===== src/rtl/fifo_wr_arbiter.sv =====
// Round-robin write-port arbiter with burst ownership for one FIFO; optional stats via FIFO_ARB_STATS_EN.
// Latency: zero; ack/fifo_wr/fifo_wr_data are combinational from req in the same cycle.
// Backpressure: fifo_full blocks all acks and freezes owner/burst count until it clears.
module fifo_wr_arbiter #(
   parameter int N_REQ     = 4,
   parameter int DATA_W    = 8,
   parameter int MAX_BURST = 4
) (
   input  logic                      clk,
   input  logic                      reset,
   input  logic [N_REQ-1:0]          req,
   input  logic [N_REQ*DATA_W-1:0]   data_in,
   output logic [N_REQ-1:0]          ack,
   input  logic                      fifo_full,
   output logic                      fifo_wr,
   output logic [DATA_W-1:0]         fifo_wr_data,
   output logic                      owner_vld,
   output logic [2:0]                owner_id,
   input  logic [2:0]                stat_sel,
   input  logic                      stat_clr,
   output logic [15:0]               stat_cnt
);

   typedef enum logic {IDLE, OWN} state_t;

   state_t     state_q, state_d;
   logic [2:0] owner_q, owner_d;
   logic [3:0] cnt_q, cnt_d;
   logic [2:0] last_q, last_d;

   logic       req_owner;
   logic       hold;
   logic       cand_vld;
   logic [2:0] cand;
   logic       accept;

   // Owner keeps the port while it still requests and has burst budget left;
   // otherwise search round-robin starting just past the last accepted writer.
   always_comb begin
      req_owner = 1'b0;
      for (int i = 0; i < N_REQ; i++) begin
         if (owner_q == 3'(i)) req_owner = req[i];
      end
      hold     = (state_q == OWN) && req_owner && (cnt_q < 4'(MAX_BURST));
      cand_vld = 1'b0;
      cand     = 3'd0;
      for (int k = N_REQ; k >= 1; k--) begin
         for (int i = 0; i < N_REQ; i++) begin
            if (req[i] && (i == (int'(last_q) + k) % N_REQ)) begin
               cand_vld = 1'b1;
               cand     = 3'(i);
            end
         end
      end
      if (hold) begin
         cand_vld = 1'b1;
         cand     = owner_q;
      end
   end

   assign accept = cand_vld && !fifo_full && reset;

   always_comb begin
      ack          = '0;
      fifo_wr_data = '0;
      for (int i = 0; i < N_REQ; i++) begin
         if (accept && (cand == 3'(i))) begin
            ack[i]       = 1'b1;
            fifo_wr_data = data_in[i*DATA_W +: DATA_W];
         end
      end
   end

   assign fifo_wr = accept;

   always_comb begin
      state_d = state_q;
      owner_d = owner_q;
      cnt_d   = cnt_q;
      last_d  = last_q;
      if (accept) begin
         state_d = OWN;
         last_d  = cand;
         if (hold) begin
            cnt_d = cnt_q + 4'd1;
         end else begin
            owner_d = cand;
            cnt_d   = 4'd1;
         end
      end else if ((state_q == OWN) && (req == '0)) begin
         state_d = IDLE;
      end
   end

   always_ff @(posedge clk or negedge reset) begin
      if (!reset) begin
         state_q <= IDLE;
         owner_q <= 3'd0;
         cnt_q   <= 4'd0;
         last_q  <= 3'(N_REQ - 1);
      end else begin
         state_q <= state_d;
         owner_q <= owner_d;
         cnt_q   <= cnt_d;
         last_q  <= last_d;
      end
   end

   assign owner_vld = (state_q == OWN);
   assign owner_id  = owner_q;

`ifdef FIFO_ARB_STATS_EN
   logic [15:0] stat_q [N_REQ];
   logic [15:0] stat_d [N_REQ];

   // Clear takes priority over a same-cycle increment; counters stick at all-ones.
   always_comb begin
      for (int i = 0; i < N_REQ; i++) begin
         stat_d[i] = stat_q[i];
         if (stat_clr) begin
            stat_d[i] = 16'h0;
         end else if (ack[i] && (stat_q[i] != 16'hFFFF)) begin
            stat_d[i] = stat_q[i] + 16'd1;
         end
      end
   end

   always_ff @(posedge clk or negedge reset) begin
      if (!reset) begin
         for (int i = 0; i < N_REQ; i++) stat_q[i] <= 16'h0;
      end else begin
         for (int i = 0; i < N_REQ; i++) stat_q[i] <= stat_d[i];
      end
   end

   always_comb begin
      stat_cnt = 16'h0;
      for (int i = 0; i < N_REQ; i++) begin
         if (stat_sel == 3'(i)) stat_cnt = stat_q[i];
      end
   end
`else
   logic unused_stat;
   assign unused_stat = ^{stat_sel, stat_clr};
   assign stat_cnt    = 16'h0;
`endif

endmodule


===== config.mk =====
export PLATFORM = sky130hd
export DESIGN_NAME = fifo_wr_arbiter
export DESIGN_NICKNAME = d
export VERILOG_FILES = /design/src/rtl/fifo_wr_arbiter.sv
export SDC_FILE = /design/constraint.sdc
export NUM_CORES = 1
export LEC_CHECK = 0
export CORE_MARGIN = 5
export CORE_UTILIZATION = 41
export CTS_CLUSTER_DIAMETER = 120
export DETAILED_ROUTE_END_ITERATION = 10
export PLACE_DENSITY = 0.95
export SLEW_MARGIN = 20
export SYNTH_ARGS = -nofsm -noshare
export SYNTH_HDL_FRONTEND = slang
export SYNTH_SLANG_ARGS = --single-unit

===== constraint.sdc =====
create_clock -name clk -period 4 [get_ports clk]
set_input_delay 0.6 -clock clk [delete_from_list [all_inputs] [get_ports clk]]
set_output_delay 0.6 -clock clk [all_outputs]
set_load 0.01 [all_outputs]

Word level (Yosys, flattened, before mapping):

Cells that the tools add are included.

* flip-flop bits (word level): 10
* input port bits: 43
* output and inout port bits: 33
* logic and storage cells: 120

* multiplexer cells: 48
* bitwise logic cells: 5
* equality and inequality tests: 18
* $lt $le $gt $ge: 1
* reductions and logical operators: 39
* add/sub/neg operators: 5

Operators with widths (count)
* zero test 32 bit: 4
* two-way mux 3 bit: 15
* two-way mux 8 bit: 4
* two-way mux 1 bit: 28
* logical AND 1 bit: 25
* == test 3 bit (first input constant): 8
* == test 2 x 3 -> 1 bit (first input constant): 4
* == test 3 x 2 -> 1 bit (second input constant): 4
* OR reduction 2 bit: 4
* == test 3 x 1 -> 1 bit (second input constant): 2
* zero test 3 bit: 2
* adder 2 x 1 -> 2 bit (second input constant): 2
* adder 2 bit (second input constant): 2
* adder 4 x 1 -> 4 bit (second input constant): 1
* AND 1 bit (first input constant): 4
* zero test 4 bit: 1
* less-than comparator 4 x 3 -> 1 bit (second input constant): 1
* two-way mux 4 bit: 1
* AND reduction 2 bit: 1
* nonzero test 2 bit: 1
* zero test 1 bit: 1
* NOT 1 bit: 1

Depth between registers and ports, before layout:

* word-level depth: 29
* mapped depth: 8
* mapped depth without buffers: 5

Worst setup path after synthesis:

Ideal clock, no wire load.

* path kind: input-to-output
* start: input req[3]
* end: output fifo_wr_data[0]
* required time: 3.400 ns
* setup slack: 0.978 ns
* buffers on the path: 2
* cell stages on the path: 7
* data arrival time: 2.422 ns
* path through: mux4_2 -> and2_1 -> buf_6 -> or4_4 -> buf_6 -> a21bo_1 -> o22ai_1

* cells in the longest elaborated chain, start to end: 22
* elaborated cells between the ends (all ways): 49
* classes of those cells: eq/ne: 3; mux: 33; reduce/logical: 13

RTL lines
* start, declared: RTL line 11 `input logic [N_REQ-1:0] req,`
* logical AND 1 bit: RTL line 49 `if (req[i] && (i == (int'(last_q) + k) % N_REQ)) begin`
* two-way mux 1 bit (13 in a row): RTL line 49
* two-way mux 1 bit: RTL line 55 `if (hold) begin`
* logical AND 1 bit (2 in a row): RTL line 61 `assign accept = cand_vld && !fifo_full && reset;`
* logical AND 1 bit: RTL line 67 `if (accept && (cand == 3'(i))) begin`
* two-way mux 8 bit (3 in a row): RTL line 67
* two-way mux 8 bit *: RTL line 67
* end, declared: RTL line 16 `output logic [DATA_W-1:0] fifo_wr_data,`

Mark *: on every way between the ends. The rest lies on a longest branch, timed or not.

Final worst setup path:

* start: input req[2]
* end: output fifo_wr_data[6]

* cells in the longest elaborated chain, start to end: 23
* elaborated cells between the ends (all ways): 52
* classes of those cells: eq/ne: 3; mux: 36; reduce/logical: 13

RTL lines (RTL line)
* logical AND 1 bit: 49
* two-way mux 1 bit (14 in a row): 49
* two-way mux 1 bit: 55
* logical AND 1 bit (2 in a row): 61
* logical AND 1 bit: 67
* two-way mux 8 bit (3 in a row): 67
* two-way mux 8 bit *: 67

Marked as above.

==> reports/metrics.cfg <==
[critical_path]
crit_required_ns = 3.40
critical_path.cell_chain = clkdlybuf4s50_1, mux4_2, and2_1, or4_4, a21bo_1, o22ai_2, clkdlybuf4s50_1
path_common_cell = clkdlybuf4s50_1
end_kind = output port
reg2reg_to = last_q[0]$_DFFE_PN1P_
rrSetupSlack_ns = 1.57
critical_path.slowest_cell = or4_4
crit_type = in2out
ff2ff_path_depth = 5
crit_arrival_ns = 3.29
worstPathMaxFanout = 10
slowest_delay_ns = 0.60
r2r_start = owner_id[0]$_DFFE_PN0P_
start_kind = input port

[sta]
max_freq_mhz = 257
slew_headroom_pct = 51.0
fin_setup_tns_ns = 0
post-route-min-period_ns = 3.89
finClkSkew_ns = 0.00741
timing.hold.ws_ns = 0.509
hold_violations = 0
tightest_slew_ns = 0.733
rsz0062_at_grt = no
setup_violations = 0
slew_violations = 0
final.period_utilization_pct = 97.2

[min_path]
hold_class = reg2reg
hp-start = last_q[0]$_DFFE_PN1P_
hold-path-endpoint = last_q[0]$_DFFE_PN1P_
hold_path_depth = 2

[drt]
dr.pass1.iters = 4
drc = 0
routed_wirelength_mm = 3.83
vias = 1482
drtIter0Drc = 127
ant_nets = 0
routedWlPerCell_um = 14.2
vias_per_cell = 5.49

[global_route]
grt_pass1_wl_mm = 6.24
grt_busiest_layer = met2
overflow = 0
grt_max_degree = 17
grt_pass1_vias = 1435
grtUsageMet1_pct = 22.5
use_met2_pct = 30.3
grt_usage_pct = 17.6
antenna_found_initial = 0
grt_use_met3_pct = 4.59

[clock_network]
cts_buffers = 3
cts_tree = done
cts_sinks = 10
cts.path.max_buffers = 2
post-cts-setup-buffers = 0
clk_pin_slew_ns = 0.07
clk_latency_ns = 0.27
h-tree-depth = 1
root_buffer = clkbuf_4

[floorplanning]
die_w_um = 66.0
num_io_pins = 76
start_util_pct = 42.4
die_area_um2 = 4350
std_cell_rows = 20
core_area_um2 = 3030
die_h_um = 66.0

[logic_synthesis]
post_synth_mux_area_share_pct = 4.97
yosysTopAreaCell = dfrtp_1
synthArstFlopShare_pct = 100
synth_top_area_share_pct = 15.6
yosysUniqueCellTypes = 38
synth_top_family_by_area = compound AO/OA/AOI/OAI gates
synth_area_um2 = 1280
ys_seq_elements = 10
netlist_instances = 169
yosys-top-cells-area = dfrtp_1, buf_4, o22ai_1
synth_xor_area_share_pct = 0
synth-edff-count = 0
syn_area_per_cell_um2 = 7.60
synth-main-ff-cell = dfrtp_1
yosysWarnings = 0
ys_seq_area_share_pct = 19.7
synthSimpleGateAreaFrac_pct = 22.1
synth-compound-area-share_pct = 33.0
synthAdderAreaFrac_pct = 0.974

[layout]
n_antenna_cell = 0
fin_util_pct = 62.4
drive_gt1_share_pct = 11.9
layout.cells.most_common_list = clkdlybuf4s50_1, o22ai_1, nor3_1
nFillCells = 277
syn_to_final_growth_pct = 46.9
final_common_cell = clkdlybuf4s50_1
nets = 271
final_cells = 270

[outcome]
outcome = finished, final reports clean

[place]
portBuffers = 55
dpl.cell_count = 266
place_hpwl_mm = 2.99
gp_congestion = 0.805

[pwr]
leakagePower_nw = 0.782
ir_worst_vdd_mv = 0.309
power_w = 0.000979
power_density_nw_per_um2 = 519

[flow_run]
maxCapViolations = 0

[where the power goes]
| part | total [W] | leakage, nW | switching, W | internal [W] |
|---|---|---|---|---|
| clock | 0.0000913 | 0.0210 | 0.0000360 | 0.0000553 |
| sequential | 0.000188 | 0.119 | 0.0000489 | 0.000139 |
| combinational | 0.000700 | 0.643 | 0.000349 | 0.000352 |
| total | 0.000979 | 0.782 | 0.000433 | 0.000546 |
[cells by family after synthesis]
family,count (synthesis)
AO/OA/AOI/OAI,57
adder cells (fa/ha/maj),1
buffers and inverters,43
flip-flops,10
multiplexers,5
other,1
AND/OR/NAND/NOR,52
[worst max path at each step]
stage / from / end / slack [ns] / depth (start not counted)
after floorplan: req[3] / fifo_wr_data[0] / 0.98 / 7
after global placement: req[0] / fifo_wr_data[7] / 0.12 / 7
after detailed placement: req[2] / fifo_wr_data[6] / 0.11 / 7
after CTS: req[2] / fifo_wr_data[6] / 0.11 / 7
after global routing: req[2] / fifo_wr_data[7] / 0.006 / 7
final: req[2] / fifo_wr_data[6] / 0.11 / 7
[sequential cells by signal, summed over array words and instances, names as in the netlist]
signal	count
owner_vld	1
cnt_q	4
last_q	2
owner_id	3
[layout make-up]
class	instances	area (um^2)	share of cell area, %
Clock buffer	4	36.3	1.92
Inverter	16	60.1	3.18
Multi-Input combinational cell	131	856	45.3
Sequential cell	10	253	13.4
Tap cell	44	55.1	2.92
Timing Repair Buffer	65	628	33.3
[metal layers]
metal | up-vias | share of wire (%) | wire length [um]
met5 | - | 0 | 0
met4 | 0 | 0.65 | 25
met3 | 4 | 8.6 | 331
met2 | 57 | 48 | 1850
met1 | 697 | 42 | 1620
li1 | 724 | - | -
[Yosys cell counts, drive strengths merged, types with 7 or more instances]
cell type / instances
clkbuf: 7
a221o: 10
o21ai: 9
nor3: 17
dfrtp: 8
buf: 20
inv: 16
nor2: 9
o22ai: 19
[critical path, delay by kind of cell]
kind,cells,cell delay [ns]
muxes,1,0.48
buffers and inverters,2,0.99
AOI/OAI and AO/OA,2,0.42
and+or+nand+nor,2,0.79
[what timing repair did]
action | in CTS | in global routing
hold buffers | 0 | 0
resized for setup | 0 | 2
setup endpoints to repair | 0 | 2
[through the flow]
step	setup slack, ns	instance area, um^2
6_report	0.110	1890
5_1_grt	0.00589	1890
4_1_cts	0.109	1880
3_5_place_dp	0.107	1840
3_3_place_gp	0.116	1840
2_1_floorplan	0.978	1340
(Power assumes the default switching activity.)
